===== src/rtl/mips_pkg.sv =====
// Shared IF-stage definitions: PC FSM states and default PC geometry.
package mips_pkg;

  localparam int SIZE_ADDR_PC = 32;
  localparam int PC_INCR = 4;
  localparam logic [31:0] RESET_PC = 32'h0000_0000;

  typedef enum logic [1:0] {
    IDLE   = 2'd0,
    RUN    = 2'd1,
    HALTED = 2'd2
  } pc_state_t;

endpackage


===== src/rtl/pc_fetch_ctrl_if.sv =====
// Fetch-control bundle between the debug/hazard side (master) and the PC register (slave).
// Step-mode signals exist only when PC_STEP_EN is defined.
interface pc_fetch_ctrl_if #(
  parameter int SIZE_ADDR_PC = mips_pkg::SIZE_ADDR_PC
);
  logic                    i_enable;
  logic                    i_stall;
  logic                    i_halt;
  logic [SIZE_ADDR_PC-1:0] i_next_pc;
  logic [SIZE_ADDR_PC-1:0] o_pc;
  logic [SIZE_ADDR_PC-1:0] o_pc4;
  logic                    o_valid;
  logic                    o_halted;
  logic                    o_misaligned;
`ifdef PC_STEP_EN
  logic                    i_step_mode;
  logic                    i_step;
`endif

  modport master (
    output i_enable, i_stall, i_halt, i_next_pc,
`ifdef PC_STEP_EN
    output i_step_mode, i_step,
`endif
    input  o_pc, o_pc4, o_valid, o_halted, o_misaligned
  );

  modport slave (
    input  i_enable, i_stall, i_halt, i_next_pc,
`ifdef PC_STEP_EN
    input  i_step_mode, i_step,
`endif
    output o_pc, o_pc4, o_valid, o_halted, o_misaligned
  );
endinterface


===== src/rtl/pc_adder.sv =====
// Sequential-address adder: o_pc4 = i_pc + PC_INCR, wrapping modulo 2^SIZE_ADDR_PC.
module pc_adder #(
  parameter int SIZE_ADDR_PC = mips_pkg::SIZE_ADDR_PC,
  parameter int PC_INCR      = mips_pkg::PC_INCR
) (
  input  logic [SIZE_ADDR_PC-1:0] i_pc,
  output logic [SIZE_ADDR_PC-1:0] o_pc4
);
  localparam logic [SIZE_ADDR_PC-1:0] INCR = SIZE_ADDR_PC'(PC_INCR);

  assign o_pc4 = i_pc + INCR;
endmodule


===== src/rtl/pc_fetch_ctrl.sv =====
// IF-stage program counter with IDLE/RUN/HALTED fetch sequencing.
// Optional single-step gating is compiled in with PC_STEP_EN.
module pc_fetch_ctrl #(
  parameter int                      SIZE_ADDR_PC = mips_pkg::SIZE_ADDR_PC,
  parameter logic [SIZE_ADDR_PC-1:0] RESET_PC     = SIZE_ADDR_PC'(mips_pkg::RESET_PC),
  parameter int                      PC_INCR      = mips_pkg::PC_INCR
) (
  input  logic            i_clk,
  input  logic            i_rst_n,
  pc_fetch_ctrl_if.slave  if_pc
);
  import mips_pkg::*;

  pc_state_t               r_state;
  logic [SIZE_ADDR_PC-1:0] r_pc;
  logic                    r_valid;
  logic                    r_halted;
  logic                    r_misaligned;
  logic [SIZE_ADDR_PC-1:0] w_pc4;
  logic                    w_step_ok;

`ifdef PC_STEP_EN
  assign w_step_ok = !if_pc.i_step_mode || if_pc.i_step;
`else
  assign w_step_ok = 1'b1;
`endif

  // Halt outranks disable, disable outranks stall, stall outranks the alignment check.
  always_ff @(posedge i_clk or negedge i_rst_n) begin
    if (!i_rst_n) begin
      r_state      <= IDLE;
      r_pc         <= RESET_PC;
      r_valid      <= 1'b0;
      r_halted     <= 1'b0;
      r_misaligned <= 1'b0;
    end else begin
      case (r_state)
        IDLE: begin
          if (if_pc.i_enable) begin
            r_state <= RUN;
            r_valid <= 1'b1;
          end
        end
        RUN: begin
          if (if_pc.i_halt) begin
            r_state  <= HALTED;
            r_valid  <= 1'b0;
            r_halted <= 1'b1;
          end else if (!if_pc.i_enable) begin
            r_state <= IDLE;
            r_valid <= 1'b0;
          end else if (!if_pc.i_stall) begin
            if (|if_pc.i_next_pc[1:0]) begin
              r_state      <= HALTED;
              r_valid      <= 1'b0;
              r_halted     <= 1'b1;
              r_misaligned <= 1'b1;
            end else if (w_step_ok) begin
              r_pc <= if_pc.i_next_pc;
            end
          end
        end
        HALTED: begin
          r_valid <= 1'b0;
        end
        default: begin
          r_state <= IDLE;
          r_valid <= 1'b0;
        end
      endcase
    end
  end

  pc_adder #(
    .SIZE_ADDR_PC (SIZE_ADDR_PC),
    .PC_INCR      (PC_INCR)
  ) u_pc_adder (
    .i_pc  (r_pc),
    .o_pc4 (w_pc4)
  );

  assign if_pc.o_pc         = r_pc;
  assign if_pc.o_pc4        = w_pc4;
  // In step mode a fetch is only presented during the step pulse.
  assign if_pc.o_valid      = r_valid && w_step_ok;
  assign if_pc.o_halted     = r_halted;
  assign if_pc.o_misaligned = r_misaligned;
endmodule


===== src/flat_wrapper.sv =====
// flat-port wrapper written by rule: the top's interface ports become plain ports
module pc_fetch_ctrl_flat import mips_pkg::*;
#(
  parameter int                      SIZE_ADDR_PC = mips_pkg::SIZE_ADDR_PC,
  parameter logic [SIZE_ADDR_PC-1:0] RESET_PC     = SIZE_ADDR_PC'(mips_pkg::RESET_PC),
  parameter int                      PC_INCR      = mips_pkg::PC_INCR
)
  (i_clk, i_rst_n, if_pc_i_enable, if_pc_i_stall, if_pc_i_halt, if_pc_i_next_pc, if_pc_o_pc, if_pc_o_pc4, if_pc_o_valid, if_pc_o_halted, if_pc_o_misaligned);
  pc_fetch_ctrl_if #(.SIZE_ADDR_PC(SIZE_ADDR_PC)) if_pc_i ();
  input  logic i_clk;
  input  logic i_rst_n;
  input wire logic [$bits(if_pc_i.i_enable)-1:0] if_pc_i_enable;
  input wire logic [$bits(if_pc_i.i_stall)-1:0] if_pc_i_stall;
  input wire logic [$bits(if_pc_i.i_halt)-1:0] if_pc_i_halt;
  input wire logic [$bits(if_pc_i.i_next_pc)-1:0] if_pc_i_next_pc;
  output wire logic [$bits(if_pc_i.o_pc)-1:0] if_pc_o_pc;
  output wire logic [$bits(if_pc_i.o_pc4)-1:0] if_pc_o_pc4;
  output wire logic [$bits(if_pc_i.o_valid)-1:0] if_pc_o_valid;
  output wire logic [$bits(if_pc_i.o_halted)-1:0] if_pc_o_halted;
  output wire logic [$bits(if_pc_i.o_misaligned)-1:0] if_pc_o_misaligned;
  assign if_pc_i.i_enable = if_pc_i_enable;
  assign if_pc_i.i_stall = if_pc_i_stall;
  assign if_pc_i.i_halt = if_pc_i_halt;
  assign if_pc_i.i_next_pc = if_pc_i_next_pc;
  assign if_pc_o_pc = if_pc_i.o_pc;
  assign if_pc_o_pc4 = if_pc_i.o_pc4;
  assign if_pc_o_valid = if_pc_i.o_valid;
  assign if_pc_o_halted = if_pc_i.o_halted;
  assign if_pc_o_misaligned = if_pc_i.o_misaligned;
  pc_fetch_ctrl #(.SIZE_ADDR_PC(SIZE_ADDR_PC), .RESET_PC(RESET_PC), .PC_INCR(PC_INCR)) u_core (.i_clk(i_clk), .i_rst_n(i_rst_n), .if_pc(if_pc_i));
endmodule

===== config.mk =====
export PLATFORM = sky130hd
export DESIGN_NAME = pc_fetch_ctrl_flat
export DESIGN_NICKNAME = d
export VERILOG_FILES = /design/src/rtl/mips_pkg.sv /design/src/rtl/pc_fetch_ctrl_if.sv /design/src/rtl/pc_adder.sv /design/src/rtl/pc_fetch_ctrl.sv /design/src/flat_wrapper.sv
export SDC_FILE = /design/constraint.sdc
export NUM_CORES = 1
export LEC_CHECK = 0
export CORE_UTILIZATION = 43
export DETAILED_ROUTE_END_ITERATION = 8
export GPL_TIMING_DRIVEN = 0
export PLACE_DENSITY = 0.86
export SYNTH_ARGS = -nofsm -noshare
export SYNTH_HDL_FRONTEND = slang
export SYNTH_HIERARCHICAL = 1
export SYNTH_SLANG_ARGS = --single-unit
export TNS_END_PERCENT = 50

===== constraint.sdc =====
create_clock -name i_clk -period 2.59 [get_ports i_clk]
set_input_delay 0.3885 -clock i_clk [delete_from_list [all_inputs] [get_ports i_clk]]
set_output_delay 0.3885 -clock i_clk [all_outputs]
set_load 0.1 [all_outputs]

==> results.yml, run 1 <==
cells_and_area:
  area_growth_pct: 85.9
  drive_above_1_share_pct: 49.3
  mostFrequentLayoutCell: "clkdlybuf4s50_1"
  layout_common_cells: "73 x clkdlybuf4s50_1, 28 x mux2_4, 15 x xnor2_4"
  nNetsFinal: 327
  diodes: 0
  utilization_pct: 83.7
power:
  power_density_mw_per_mm2: 1170
  p_switching_mw: 2.66
  power.total_mw: 4.64
  vdd_drop_max_v: 0.000932
  combPwrFrac_pct: 63.4
  clkPwrFrac_pct: 13.1
  seqPwrFrac_pct: 23.5
  swShare_pct: 57.3
  p_leak_nw: 1.75
  intPower_mw: 1.98
global_routing:
  grt_pass1_wl_mm: 8.89
  antenna_found_initial: 0
  grt_max_degree: 38
  grt.total_usage_pct: 22.4
  overflow: 0
  grt_pass1_vias: 1780
cts:
  cts-buffers-inserted: 5
  clk_pin_slew_ns: 0.08
  clockRootBuffer: "clkbuf_8"
  clkSinkCount: 37
  clockBufferDepth: 2
  cts_tree: "yes"
  htreeDepth: 2
  clk_latency_ns: 0.29
floorplanning:
  start_util_pct: 45.0
  dieArea_mm2: 0.00526
  die_h_um: 72.6
  die_w_um: 72.6
  coreArea_mm2: 0.00475
  fp-row-count: 25
  io_pins: 104
sta:
  timing.final.crit_share_pct: 99.5
  hold_viol: 0
  worst_slew_pin_slew_ns: 0.993
  finalSetupTns_ns: 0
  rsz0062_at_grt: "yes"
  fin_crit_ns: 2.58
  fmax_ghz: 0.388
  max_slew_margin_pct: 33.6
  fin_skew_ns: 0.00530
  drv_slew: 0
  setup_viol: 0
critical_path:
  regToRegStartpoint: "u_core/r_state[1]"
  r2r.worst_path.cells: 5
  worst-setup-path-type: "flip-flop to output pin"
  cp-start-kind: "flip-flop"
  worstSetupEndpointType: "output pin"
  worst_path_max_delay_cell: "dfrtp_4"
  crit_path_start: "u_core/if_pc.o_pc[2]"
  endpoint: "if_pc_o_pc4[13]"
  crit_arrival_ns: 2.19
  crit_chain: "nand4_1 > or2_2 > nor2_1 > xor2_4 > buf_4"
  cp.required_ns: 2.20
  r2r_end: "u_core/if_pc.o_pc[27]"
  critical-path-max-stage-delay_ns: 0.47
  cp_max_fo: 6
  r2r_setup_slack_ns: 0.81
synthesis:
  synth_area_mm2: 0.00214
  seq_area_frac_synth_pct: 43.2
  ys_types: 36
  ys_ff_latch: 37
  synth_warnings: 6
  synth_cells: 173
  postSynthNetCount: 211
  syn_avg_cell_area_um2: 12.4
placement:
  hpwl_mm: 4.15
  gp_congestion: 0.728
  io_buffers: 103
route:
  routed-via-count: 1790
  route.detailed.drc: 0
  initialDrtViolationCount: 41
  wirelength_mm: 5.49
  vias_per_cell: 5.01
  first_pass_iters: 4
  ant_nets: 0
  wl_per_cell_um: 15.4
status:
  status: "finished, final reports clean"
flow_run:
  cap_violations: 0
min_path:
  hp-class: "input port to async pin"
-- final cells by class --
type / instances / area, µm²
buffer: 6 / 81.3
clock buffer: 5 / 68.8
clock inverter: 3 / 68.8
fill: 266 / 774
inverter: 3 / 11.3
multi-input combinational: 127 / 1580
sequential: 37 / 996
tap: 67 / 83.8
timing repair buffer: 109 / 1090
-- worst max-delay path, delay by kind of cell (launching register included) --
| family | cells | cell delay [ns] |
|---|---|---|
| AND/OR/NAND/NOR | 3 | 0.96 |
| buffers and inverters | 1 | 0.30 |
| XOR/XNOR | 1 | 0.16 |
| flip-flops | 1 | 0.47 |
-- through the flow --
| step | instance area [µm²] | setup WS, ns | hold WS (ns) | instances |
|---|---|---|---|---|
| floorplan | 2660 | -0.188 | 0.0929 | 173 |
| global placement | 3780 | -0.800 | 0.453 | 343 |
| detailed placement | 3770 | -0.803 | 0.464 | 343 |
| CTS | 3880 | -0.202 | 0.220 | 355 |
| global route | 3980 | -0.0571 | 0.258 | 357 |
| finish | 3980 | 0.0141 | 0.193 | 357 |
-- flip-flops by register name, indices dropped and copies added, names as in the netlist --
signal and cells:
u_core/if_pc.o_halted 1, u_core/if_pc.o_misaligned 1, u_core/if_pc.o_pc 32, u_core/if_pc.o_valid 1
u_core/r_state 2
-- synth_stat cells, drive strengths merged --
cell type / count / area, µm²
nor3: 3 / 15.0
or4: 1 / 7.51
and4: 2 / 18.8
a21oi: 1 / 5.00
nand3b: 1 / 7.51
nor2: 10 / 37.5
nand4: 10 / 68.8
dfrtp: 37 / 926
and3b: 1 / 8.76
xor2: 7 / 61.3
mux2: 30 / 443
nand3: 11 / 60.1
xnor2: 21 / 184
buf: 6 / 81.3
inv: 3 / 11.3
o31ai: 1 / 7.51
or2: 2 / 12.5
o21ai: 2 / 10.0
o21bai: 1 / 7.51
nand2: 10 / 37.5
nand4bb: 1 / 11.3
and3: 2 / 12.5
and2: 3 / 18.8
nor4: 2 / 42.5
or2b: 1 / 7.51
nand2b: 1 / 6.26
o22a: 1 / 8.76
ha: 1 / 12.5
o21ba: 1 / 10.0
-- cell families after synthesis --
kind of cell	after synthesis	share of synthesized area [%]
simple gates	61	17.4
flops	37	43.2
mux	30	20.7
xor+xnor	28	11.5
buf+inv	9	4.32
compound gates	7	2.28
fa+ha+maj	1	0.584
-- routing by layer --
layer	share of wire (%)	vias to the layer above	track usage [%]	wire, µm
met5	0	-	0	0
met4	1.4	0	6.97	76
met3	5.9	10	5.56	324
met2	53	69	39.1	2900
met1	40	871	27.3	2190
li1	-	840	-	-
-- power groups by stage --
stage,clock [mW],combinational [mW],sequential (mW)
floorplan,0,1.41,1.99
global placement,0,2.90,1.10
detailed placement,0,2.92,1.10
CTS,0.621,2.87,1.10
global route,0.645,3.01,1.12
finish,0.610,2.94,1.09
-- worst min path at each step --
| stage | to | start |
|---|---|---|
| after detailed placement | u_core/if_pc.o_misaligned | u_core/if_pc.o_misaligned |
| after floorplan | u_core/if_pc.o_halted | i_rst_n |
| after CTS | u_core/if_pc.o_pc[24] | i_rst_n |
| after global placement | u_core/if_pc.o_misaligned | u_core/if_pc.o_misaligned |
| final | u_core/if_pc.o_pc[12] | i_rst_n |
| after global routing | u_core/if_pc.o_pc[31] | i_rst_n |
-- repair_timing --
item                                    in CTS  in global routing
setup buffers                                4                  2
endpoints found under the setup margin      29                 20
hold endpoints to repair                     0                  0
pin swaps                                    2                  5
hold buffers                                 0                  0
gates resized for setup                    129                 30
(Power assumes the default switching activity.)
==> run 2: changes to the inputs <==
Settings changed: CAP_MARGIN from default to 20.
==> results of run 2 <==
Same layout as run 1: the final DEF is identical, and so are final timing and power.
==> run 3: changes to the inputs <==
Settings changed: CORE_ASPECT_RATIO from default to 2, CTS_CLUSTER_SIZE from default to 8, GPL_ROUTABILITY_DRIVEN from default to 0.
==> results.yml, run 3 (synthesis results as in run 1) <==
global_routing:
  grt_pass1_vias: 1894
  overflow: 0
  antenna_found_initial: 0
  grt_pass1_wl_mm: 9.47
  grt_max_degree: 38
  grt.total_usage_pct: 25.0
sta:
  fin_crit_ns: 2.56
  drv_slew: 0
  rsz0062_at_grt: "yes"
  fmax_ghz: 0.390
  max_slew_margin_pct: 33.1
  finalSetupTns_ns: 0
  hold_viol: 0
  setup_viol: 0
  timing.final.crit_share_pct: 99.0
  fin_skew_ns: 0.00835
  worst_slew_pin_slew_ns: 1.00
route:
  ant_nets: 0
  vias_per_cell: 5.32
  routed-via-count: 1847
  initialDrtViolationCount: 34
  wl_per_cell_um: 17.5
  first_pass_iters: 4
  wirelength_mm: 6.07
  route.detailed.drc: 0
critical_path:
  cp-start-kind: "flip-flop"
  worstSetupEndpointType: "output pin"
  cp_max_fo: 8
  worst_path_max_delay_cell: "dfrtp_4"
  critical_path_buf_inv_count: 2
  worst-setup-path-type: "flip-flop to output pin"
  crit_chain: "nand4_4 > nor4_4 > buf_4 > nand4_1 > xnor2_4 > buf_12"
  path_delay_family: "simple AND/OR/NAND/NOR gates"
  crit_arrival_ns: 2.17
  cp.required_ns: 2.20
  critical-path-max-stage-delay_ns: 0.49
cells_and_area:
  diodes: 0
  drive_above_1_share_pct: 50.0
  layout_common_cells: "73 x clkdlybuf4s50_1, 28 x mux2_4, 15 x xnor2_4"
  area_growth_pct: 86.0
  fillerInstances: 264
  largest_reg_flops: 32
  utilization_pct: 82.6
  nNetsFinal: 327
  mostFrequentLayoutCell: "clkdlybuf4s50_1"
floorplanning:
  dieArea_mm2: 0.00528
  start_util_pct: 44.4
  die_w_um: 51.9
  fp-row-count: 36
  die_h_um: 102
  io_pins: 104
  coreArea_mm2: 0.00482
cts:
  cts_tree: "yes"
  cts-buffers-inserted: 5
  ctsHoldBuffers: 0
  clk_latency_ns: 0.29
  clk_pin_slew_ns: 0.07
  clockBufferDepth: 2
  htreeDepth: 2
  clockRootBuffer: "clkbuf_8"
  clkSinkCount: 37
power:
  p_leak_nw: 1.76
  power_density_mw_per_mm2: 1150
  vdd_drop_max_v: 0.00113
status:
  status: "finished, final reports clean"
placement:
  io_buffers: 103
  hpwl_mm: 4.56
min_path:
  hp-class: "input port to async pin"
flow_run:
  cap_violations: 0
[run 3: cell types whose count changed in the layout (fill, tap and decap cells not counted), moves of 2 or more]
cell / change
buf_8: +5
clkbuf_4: -5
dlygate4sd2_1: -2
nor2_1: -2
nor2_2: +2
nor3_2: -2
[run 3: what timing repair did]
item,4_1_cts,5_1_grt
pin swaps,2,5
cloned,0,0
resized for setup,128,48
setup buffers,2,4
setup endpoints to repair,29,21
[run 3: final timing paths]
kind	start	slack, ns	cells after the start	endpoint
setup / recovery	u_core/if_pc.o_pc[11]	0.03	6	if_pc_o_pc4[25]
setup reg to reg	u_core/r_state[1]	0.75	5	u_core/if_pc.o_pc[21]
max in group asynchronous	i_rst_n	1.76	1	u_core/if_pc.o_pc[15]
hold reg to reg	u_core/if_pc.o_halted	0.49	1	u_core/if_pc.o_halted
hold / removal	i_rst_n	0.20	1	u_core/if_pc.o_pc[10]
min in group i_clk	u_core/if_pc.o_halted	0.49	1	u_core/if_pc.o_halted
[run 3: cell type report]
cell class	count	area [µm²]	share of cell area (%)
multi-input cells	127	1590	39.9
flip-flops and latches	37	996	25.0
clock buffers	6	82.6	2.07
inverters	3	11.3	0.283
well taps	57	71.3	1.79
repair buffers	109	1110	27.9
clock inverters	2	37.5	0.943
plain buffers	6	81.3	2.04
[run 3: power breakdown]
part / switching (mW) / total, mW / internal (mW) / leakage (nW)
sequential: 0.335 / 1.10 / 0.764 / 0.442
combinational: 2.12 / 2.97 / 0.849 / 1.26
clock: 0.209 / 0.522 / 0.313 / 0.0574
[run 3: metal layers]
metal	part of all wire, %	up-vias	global-route usage [%]
li1	-	839	-
met1	33	937	25.9
met2	62	63	47.2
met3	3.6	8	3.90
met4	1.8	0	10.2
met5	0	-	0
[run 3: stage by stage]
step                power (mW)  worst slack, ns  cells  instance area (µm²)  hold WS, ns
floorplan                 3.39           -0.188    173                 2660       0.0929
global placement          4.00           -0.801    333                 3760        0.452
detailed placement        4.04           -0.844    333                 3760        0.469
CTS                       4.51           -0.205    343                 3850        0.214
global route              4.73          -0.0929    347                 3980        0.256
finish                    4.59           0.0268    347                 3980        0.196
